`src/rtl/hazard_controller.sv`:
```
// Hazard controller for a 5-stage RV32I pipeline: shadow EX/MEM/WB records, stall/flush/bubble
// generation and EX operand forwarding selects. Optional perf counters under HAZARD_PERF_CNT_EN.
module hazard_controller #(
    parameter int  XLEN     = 32,
    parameter int  NUM_REGS = 32,
    localparam int RW       = $clog2(NUM_REGS)
) (
    input  logic            clk_i,
    input  logic            rst_i,
    input  logic            id_valid_i,
    input  logic [6:0]      id_opcode_i,
    input  logic [RW-1:0]   id_rd_i,
    input  logic [RW-1:0]   id_rs1_i,
    input  logic [RW-1:0]   id_rs2_i,
    input  logic            ex_branch_taken_i,
    input  logic            mem_busy_i,
    output logic            stall_if_o,
    output logic            stall_id_o,
    output logic            flush_if_o,
    output logic            bubble_ex_o,
    output logic [1:0]      fwd_a_sel_o,
    output logic [1:0]      fwd_b_sel_o,
    output logic            ex_valid_o,
    output logic            mem_valid_o,
    output logic            wb_valid_o,
    output logic [XLEN-1:0] perf_stall_cnt_o,
    output logic [XLEN-1:0] perf_flush_cnt_o
);

    typedef enum logic [6:0] {
        OP_LUI     = 7'b0110111,
        OP_AUIPC   = 7'b0010111,
        OP_JAL     = 7'b1101111,
        OP_JALR    = 7'b1100111,
        OP_BRANCH  = 7'b1100011,
        OP_LOAD    = 7'b0000011,
        OP_STORE   = 7'b0100011,
        OP_REG_IMM = 7'b0010011,
        OP_REG_REG = 7'b0110011
    } opcode_t;

    typedef struct packed {
        logic          valid;
        logic [RW-1:0] rd;
        logic [RW-1:0] rs1;
        logic [RW-1:0] rs2;
        logic          wr;
        logic          ld;
    } stage_rec_t;

    localparam logic [1:0] FWD_RF  = 2'b00;
    localparam logic [1:0] FWD_MEM = 2'b01;
    localparam logic [1:0] FWD_WB  = 2'b10;

    stage_rec_t ex_q, mem_q, wb_q;
    stage_rec_t ex_d, mem_d, wb_d;
    stage_rec_t id_rec;
    logic       use_rs1, use_rs2, dec_wr, dec_ld;
    logic       load_use, branch_flush;
    logic       stall_evt, flush_evt;

    // Unused sources are stored as x0 so they can never match a destination.
    always_comb begin
        use_rs1 = 1'b0;
        use_rs2 = 1'b0;
        dec_wr  = 1'b0;
        dec_ld  = 1'b0;
        case (id_opcode_i)
            OP_LUI, OP_AUIPC, OP_JAL: dec_wr = 1'b1;
            OP_JALR, OP_REG_IMM: begin
                dec_wr  = 1'b1;
                use_rs1 = 1'b1;
            end
            OP_LOAD: begin
                dec_wr  = 1'b1;
                dec_ld  = 1'b1;
                use_rs1 = 1'b1;
            end
            OP_REG_REG: begin
                dec_wr  = 1'b1;
                use_rs1 = 1'b1;
                use_rs2 = 1'b1;
            end
            OP_STORE, OP_BRANCH: begin
                use_rs1 = 1'b1;
                use_rs2 = 1'b1;
            end
            default: ;
        endcase
        id_rec.valid = id_valid_i;
        id_rec.rd    = id_rd_i;
        id_rec.rs1   = use_rs1 ? id_rs1_i : '0;
        id_rec.rs2   = use_rs2 ? id_rs2_i : '0;
        id_rec.wr    = dec_wr & (id_rd_i != '0);
        id_rec.ld    = dec_ld;
    end

    assign load_use = id_valid_i & ex_q.valid & ex_q.ld & ex_q.wr &
                      (((id_rec.rs1 != '0) & (id_rec.rs1 == ex_q.rd)) |
                       ((id_rec.rs2 != '0) & (id_rec.rs2 == ex_q.rd)));
    assign branch_flush = ex_q.valid & ex_branch_taken_i;

    always_comb begin
        stall_if_o  = 1'b0;
        stall_id_o  = 1'b0;
        flush_if_o  = 1'b0;
        bubble_ex_o = 1'b0;
        stall_evt   = 1'b0;
        flush_evt   = 1'b0;
        ex_d        = ex_q;
        mem_d       = mem_q;
        wb_d        = wb_q;
        if (rst_i) begin
            ex_d  = '0;
            mem_d = '0;
            wb_d  = '0;
        end else if (mem_busy_i) begin
            stall_if_o = 1'b1;
            stall_id_o = 1'b1;
        end else if (branch_flush) begin
            flush_if_o  = 1'b1;
            bubble_ex_o = 1'b1;
            flush_evt   = 1'b1;
            ex_d        = '0;
            mem_d       = ex_q;
            wb_d        = mem_q;
        end else if (load_use) begin
            stall_if_o  = 1'b1;
            stall_id_o  = 1'b1;
            bubble_ex_o = 1'b1;
            stall_evt   = 1'b1;
            ex_d        = '0;
            mem_d       = ex_q;
            wb_d        = mem_q;
        end else begin
            ex_d  = id_rec;
            mem_d = ex_q;
            wb_d  = mem_q;
        end
    end

    always_ff @(posedge clk_i) begin
        if (rst_i) begin
            ex_q  <= '0;
            mem_q <= '0;
            wb_q  <= '0;
        end else begin
            ex_q  <= ex_d;
            mem_q <= mem_d;
            wb_q  <= wb_d;
        end
    end

    // MEM holds the youngest value; a load in MEM has no data yet, so it never forwards.
    function automatic logic [1:0] fwd_sel(input logic [RW-1:0] src,
                                           input stage_rec_t mem_r,
                                           input stage_rec_t wb_r);
        if (src == '0)
            return FWD_RF;
        if (mem_r.valid & mem_r.wr & ~mem_r.ld & (mem_r.rd == src))
            return FWD_MEM;
        if (wb_r.valid & wb_r.wr & (wb_r.rd == src))
            return FWD_WB;
        return FWD_RF;
    endfunction

    always_comb begin
        fwd_a_sel_o = FWD_RF;
        fwd_b_sel_o = FWD_RF;
        if (!rst_i && ex_q.valid) begin
            fwd_a_sel_o = fwd_sel(ex_q.rs1, mem_q, wb_q);
            fwd_b_sel_o = fwd_sel(ex_q.rs2, mem_q, wb_q);
        end
    end

    assign ex_valid_o  = ex_q.valid;
    assign mem_valid_o = mem_q.valid;
    assign wb_valid_o  = wb_q.valid;

    logic unused_rec_bits;
    assign unused_rec_bits = ^{mem_q.rs1, mem_q.rs2, wb_q.rs1, wb_q.rs2, wb_q.ld};

`ifdef HAZARD_PERF_CNT_EN
    logic [XLEN-1:0] stall_cnt_q, flush_cnt_q;

    always_ff @(posedge clk_i) begin
        if (rst_i) begin
            stall_cnt_q <= '0;
            flush_cnt_q <= '0;
        end else begin
            if (stall_evt)
                stall_cnt_q <= stall_cnt_q + 1'b1;
            if (flush_evt)
                flush_cnt_q <= flush_cnt_q + 1'b1;
        end
    end

    assign perf_stall_cnt_o = stall_cnt_q;
    assign perf_flush_cnt_o = flush_cnt_q;
`else
    logic unused_evts;
    assign unused_evts      = stall_evt ^ flush_evt;
    assign perf_stall_cnt_o = '0;
    assign perf_flush_cnt_o = '0;
`endif

endmodule

```
`config.mk`:
```
export PLATFORM = sky130hd
export DESIGN_NAME = hazard_controller
export DESIGN_NICKNAME = d
export VERILOG_FILES = /design/src/rtl/hazard_controller.sv
export SDC_FILE = /design/constraint.sdc
export NUM_CORES = 1
export LEC_CHECK = 0
export ABC_AREA = 1
export CAP_MARGIN = 20
export CORE_MARGIN = 5
export CORE_UTILIZATION = 48
export DETAILED_ROUTE_END_ITERATION = 10
export PLACE_DENSITY = 0.86
export SLEW_MARGIN = 0
export SYNTH_ARGS = -nofsm -noshare
export SYNTH_HDL_FRONTEND = slang
export SYNTH_SLANG_ARGS = --single-unit
```
`constraint.sdc`:
```
create_clock -name clk_i -period 4.2 [get_ports clk_i]
set_input_delay 0.63 -clock clk_i [delete_from_list [all_inputs] [get_ports clk_i]]
set_output_delay 0.63 -clock clk_i [all_outputs]
set_load 0.02 [all_outputs]
```
# Word level (Yosys, flattened, before mapping)
# Index checks and enable logic that the tools add are counted.
# totals
register_bits,33
input_bits,27
out_inout_bits,75
word_cells,105
# op_classes
eq_ne,15
mux,50
bitwise_logic,17
reduce_logical,10
# op_table
operator,n
$mux W18,2
$mux W1,32
$eq A5 B5 Y1,6
$mux W2,14
$eq A7 B6 Y1 const B,3
$eq A7 B7 Y1 const B,3
$and A1 B1 Y1,15
$reduce_bool A5 Y1,3
$eq A7 B5 Y1 const B,2
$logic_not A5 Y1,2
$mux W5,2
$eq A7 B2 Y1 const B,1
$reduce_or A7 Y1,1
$reduce_or A6 Y1,1
$reduce_or A3 Y1,1
$logic_and A1 B1 Y1,1
$logic_not A1 Y1,1
$not A1 Y1,1
$or A1 B1 Y1,1

# Longest topological paths before layout
# depth
ltp_word,13
mapped_depth,14
ltp_nobuf,13

# Worst setup path after synthesis
# Ideal clock, no wire load.
# synth_path
path_kind,in2out
from,input port id_opcode_i[1]
to,output port stall_if_o
arrival_time_ns,2.117
required_time_ns,3.570
path_slack_ns,1.453
stages,12
path_buffers,2
path_cell_list,nand2_2 nor2_4 buf_4 nand3_1 nand2_1 nand2_1 nor2_1 nand3_2 nand2_2 nand3_1 a21oi_1 buf_4
# synth_between
elab_chain_cells,12
word_cells_on_any_way,24
classes_between,eq/ne: 8; mux: 8; bitwise: 4; reduce/logical: 4
# synth_rtl
item,line_no,text
from (decl),11,"input logic [6:0] id_opcode_i,"
"$eq A7 B2 Y1, or another cell as far along",68,case (id_opcode_i)
$reduce_or A6 Y1 (no source line) or $reduce_or A3 Y1 (tied branches),-,
$mux W1,68,
"$mux W5, on equally long branches","92, 93",
"$eq A5 B5 Y1, or another cell as far along",99,(((id_rec.rs1 != '0) & (id_rec.rs1 == ex_q.rd)) |
"$and A1 B1 Y1, on equally long branches","99, 100",
$or A1 B1 Y1 (*),99,
$and A1 B1 Y1 (*),98,assign load_use = id_valid_i & ex_q.valid & ex_q.ld & ex_q.wr &
$mux W1 (*) (4 in a row),-,
to (decl),17,"output logic stall_if_o,"
# Every way passes the cells marked *; elsewhere a longest branch is shown, timed or not.

# Worst setup path after layout
# layout_path
from,input port id_opcode_i[0]
to,output port bubble_ex_o
# layout_between
elab_chain_cells,12
word_cells_on_any_way,24
classes_between,eq/ne: 8; mux: 8; bitwise: 4; reduce/logical: 4
# layout_rtl
item,line_no,text
"$eq A7 B2 Y1, or another cell as far along",68,
$reduce_or A6 Y1 (no source line) or $reduce_or A3 Y1 (tied branches),-,
$mux W1,68,
"$mux W5, on equally long branches","92, 93",
"$eq A5 B5 Y1, or another cell as far along",99,
"$and A1 B1 Y1, on equally long branches","99, 100",
$or A1 B1 Y1 (*),99,
$and A1 B1 Y1 (*),98,
$mux W1 (*),127,end else if (load_use) begin
$mux W1 (*),120,end else if (branch_flush) begin
$mux W1 (*),117,end else if (mem_busy_i) begin
$mux W1 (*),113,if (rst_i) begin
to (decl),20,"output logic bubble_ex_o,"
# Marks and branches as above.

==> metrics.md <==
| Metric | Value |
|---|---|
| Outcome | `completed` |
| Initial cell density of the core | `0.491` |
| Post-Route WL | `~6100 um` |
| Setup TNS | `0 ps` |
| Simple-gate share of the synthesized area | `0.340` |
| Die Y | `between 80 and 90 um` |
| Later-pin clock latency in the skew report | `roughly 280 ps` |
| CTS hold repair buffers | `0` |
| DRC | `0` |
| H-tree depth | `2` |
| Post-Synth XOR/XNOR Area | `0.00978` |
| Sw frac | `0.303` |
| Number of distinct library cells after synthesis | `39` |
| RSZ-0062 raised after global routing | `no` |
| Slew headroom | `0.635` |
| First-pass GRT wire length | `a little under 10000 um` |
| Setup Buffers After CTS | `0` |
| Critical path class | `primary input to output port` |
| Ratio of cells with drive above 1 in the final layout | `0.102` |
| Worst Path Arrival | `3180 ps` |
| DP HPWL | `roughly 4700 um` |
| Initial DRC count | `between 150 and 200` |
| Leak pwr | `~1.2 nW` |
| Diode count | `0` |
| Root Driver | `clkbuf_8` |
| Period utilization | `0.908` |
| Fin area | `roughly 3000 um^2` |
| Multiplexer share of the synthesized area | `0` |
| Commonest cells after routing, fill and taps aside | `64 x conb_1, 61 x nor2_1, 56 x nand2_1` |
| RD Place Congestion | `~0.9` |
| YS warnings | `0` |
| Vias | `between 2000 and 2500` |
| Total CTS buffers | `5` |
| Finished Core Util | `0.534` |
| Die W | `84.8 um` |
| Clk network pwr share | `0.374` |
| Startpoint Class | `primary input` |
| WP buf/inv | `2` |
| Hold Startpoint | `wb_q[1]$_SDFFE_PP0N_` |
| Largest family of logic cells by synthesized area | `simple AND/OR/NAND/NOR gates` |
| Post-DRT Antenna Nets | `0` |
| Clock transition at the registers of the reported paths | `70 ps` |
| HP Class | `register to register` |
| CP top delay family | `simple AND/OR/NAND/NOR gates` |
| Initial antenna violation count | `0` |
| Routed WL per cell | `around 12 um` |
| Num rows | `27` |
| Largest net degree at the start of global routing | `58` |
| Clock Tree Buf Depth | `2` |
| Slowest stage cell, crit path | `clkdlybuf4s50_1` |
| Routed vias/inst | `just under 5` |
| Final setup viols | `0` |
| Final net count | `around 450` |
| Synth Register Bits | `33` |
| TritonRoute pass-1 iters | `4` |
| Placed cell area | `2810 um^2` |
| Synthesized netlist cell count | `about 390` |
| Core footprint | `5470 um^2` |
| Peak VDD IR | `around 0.00023 V` |
| Resize count post-CTS | `0` |
| Required time worst endpoint | `~3600 ps` |
| CTS tree | `yes` |
| Post-Syn Area | `2690 um^2` |
| Crit path time final | `approximately 3800 ps` |
| Fin. max-slew vios | `0` |
| Adder-cell share of the synthesized area | `0` |
| Clock Skew | `1.40 ps` |
| Fin. Hold Viols | `0` |
| Boundary Pins | `approximately 100` |
| Synth Area in Compound Gates | `0.126` |
| Power share of the combinational group | `0.214` |
| Number of port buffers | `37` |
| R2r startpoint | `ex_q[12]$_SDFFE_PP0N_` |
| Slew @ Worst Pin | `534 ps` |
| Total internal power | `between 0.5 and 0.6 mW` |
| DP Cell Count | `a little under 500` |
| Clock sink count | `33` |
| Sequential area share after synthesis | `0.246` |
| Number of global-route vias before repair | `approximately 2100` |
| Crit. End Element | `output port` |
| Crit-path cells | `clkdlybuf4s50_1, nand2_2, nor2_2, nand3_1, nand2_1, nand2_1, nor2_1, nand3_1, nand2_2, nand2_4, a21oi_2, clkdlybuf4s50_1` |
| Max FO, Critical Path | `19` |
| Reg power frac | `0.412` |
| Finished Layout Cells | `~490` |
| Most common cell after layout, fill and taps aside | `conb_1` |
| Die area | `7190 um^2` |
| Max Clock Freq | `between 200 and 300 MHz` |
| Sw Pwr | `approximately 0.25 mW` |
| Power per Cell Area | `280 nW/um^2` |
| Setup crit start | `id_opcode_i[0]` |
| Largest stage delay, worst path | `610 ps` |
| Total Routing Usage GR | `0.163` |
| Post-synthesis area per instance | `between 6 and 7 um^2` |
| Layout area overhead | `8.80%` |
| Total congestion overflow | `0` |
| Max Cap Viol | `0` |
kinds of logic (layout without fill, tap and decap cells):
family / count (synthesis) / in the layout
and+or+nand+nor: 188 / 188
buffers and inverters: 120 / 86
AOI/OAI and AO/OA: 48 / 48
DFF: 33 / 33
xor gates and xnor gates: 3 / 3
other: 1 / 64
per-stage QoR:
stage	hold WS (ps)	power (mW)	worst slack, ps
detailed placement	457	0.515	417
global route	507	0.856	148
floorplan	440	0.513	1450
finish	473	0.818	387
CTS	475	0.819	404
global placement	452	0.512	464
Yosys cell counts (all sizes together):
master	n	area share
a31oi	1	0.0023
nand3	38	0.095
nor2	63	0.092
nand2	60	0.089
a41oi	1	0.0033
inv	37	0.052
buf	73	0.21
o211ai	4	0.011
o221ai	2	0.0065
nor3	5	0.0093
dfxtp	33	0.25
nor3b	2	0.0056
xnor2	2	0.0065
clkbuf	9	0.013
nand4	12	0.030
a2111oi	1	0.0033
nor4	6	0.014
a21oi	24	0.059
nand3b	1	0.0028
and3	1	0.0023
a211oi	11	0.031
xor2	1	0.0033
clkinv	1	0.0014
conb	1	0.0014
o311ai	1	0.0033
o21ai	3	0.0070
sequential cells by signal (all words and copies together) (netlist names):
signal and flops:
ex_q 17, wb_valid_o 1, mem_q 7, wb_q 6, mem_valid_o 1, ex_valid_o 1
worst register-to-register path: stages (launching register included):
cell	delay (ps)
dfxtp_1	430
inv_1	110
nand4_1	100
nand2_1	60
nor2_1	110
nand3_2	100
nand2_2	100
nand2_4	160
nand3_1	140
a21oi_1	60
power by group through the flow:
stage / logic [mW] / registers (mW) / clock network (mW)
2_1_floorplan: 0.172 / 0.341 / 0
3_3_place_gp: 0.169 / 0.343 / 0
3_5_place_dp: 0.171 / 0.344 / 0
4_1_cts: 0.172 / 0.337 / 0.311
5_1_grt: 0.190 / 0.338 / 0.328
6_report: 0.175 / 0.337 / 0.306
metal layers:
metal	GRT usage	up-vias	part of all wire
li1	-	1210	-
met1	0.213	1097	0.42
met2	0.285	102	0.50
met3	0.0282	6	0.078
met4	0.0230	0	0.0031
met5	0	-	0
layout make-up:
cell class	instances	area, um^2
clock buffers	7	86.3
flip-flops and latches	33	661
repair buffers	40	393
fillers	527	2550
inverters	38	143
well taps	72	90.1
clock inverters	1	30.0
multi-input cells	303	1520
worst paths after layout:
check,slack (ps),to,cells after the start
setup / recovery,390,bubble_ex_o,12
hold / removal,470,wb_q[1]$_SDFFE_PP0N_,2
setup reg to reg,2710,ex_q[5]$_SDFFE_PP0N_,9
hold reg to reg,470,wb_q[1]$_SDFFE_PP0N_,2
Power figures use the tool's default switching activity.
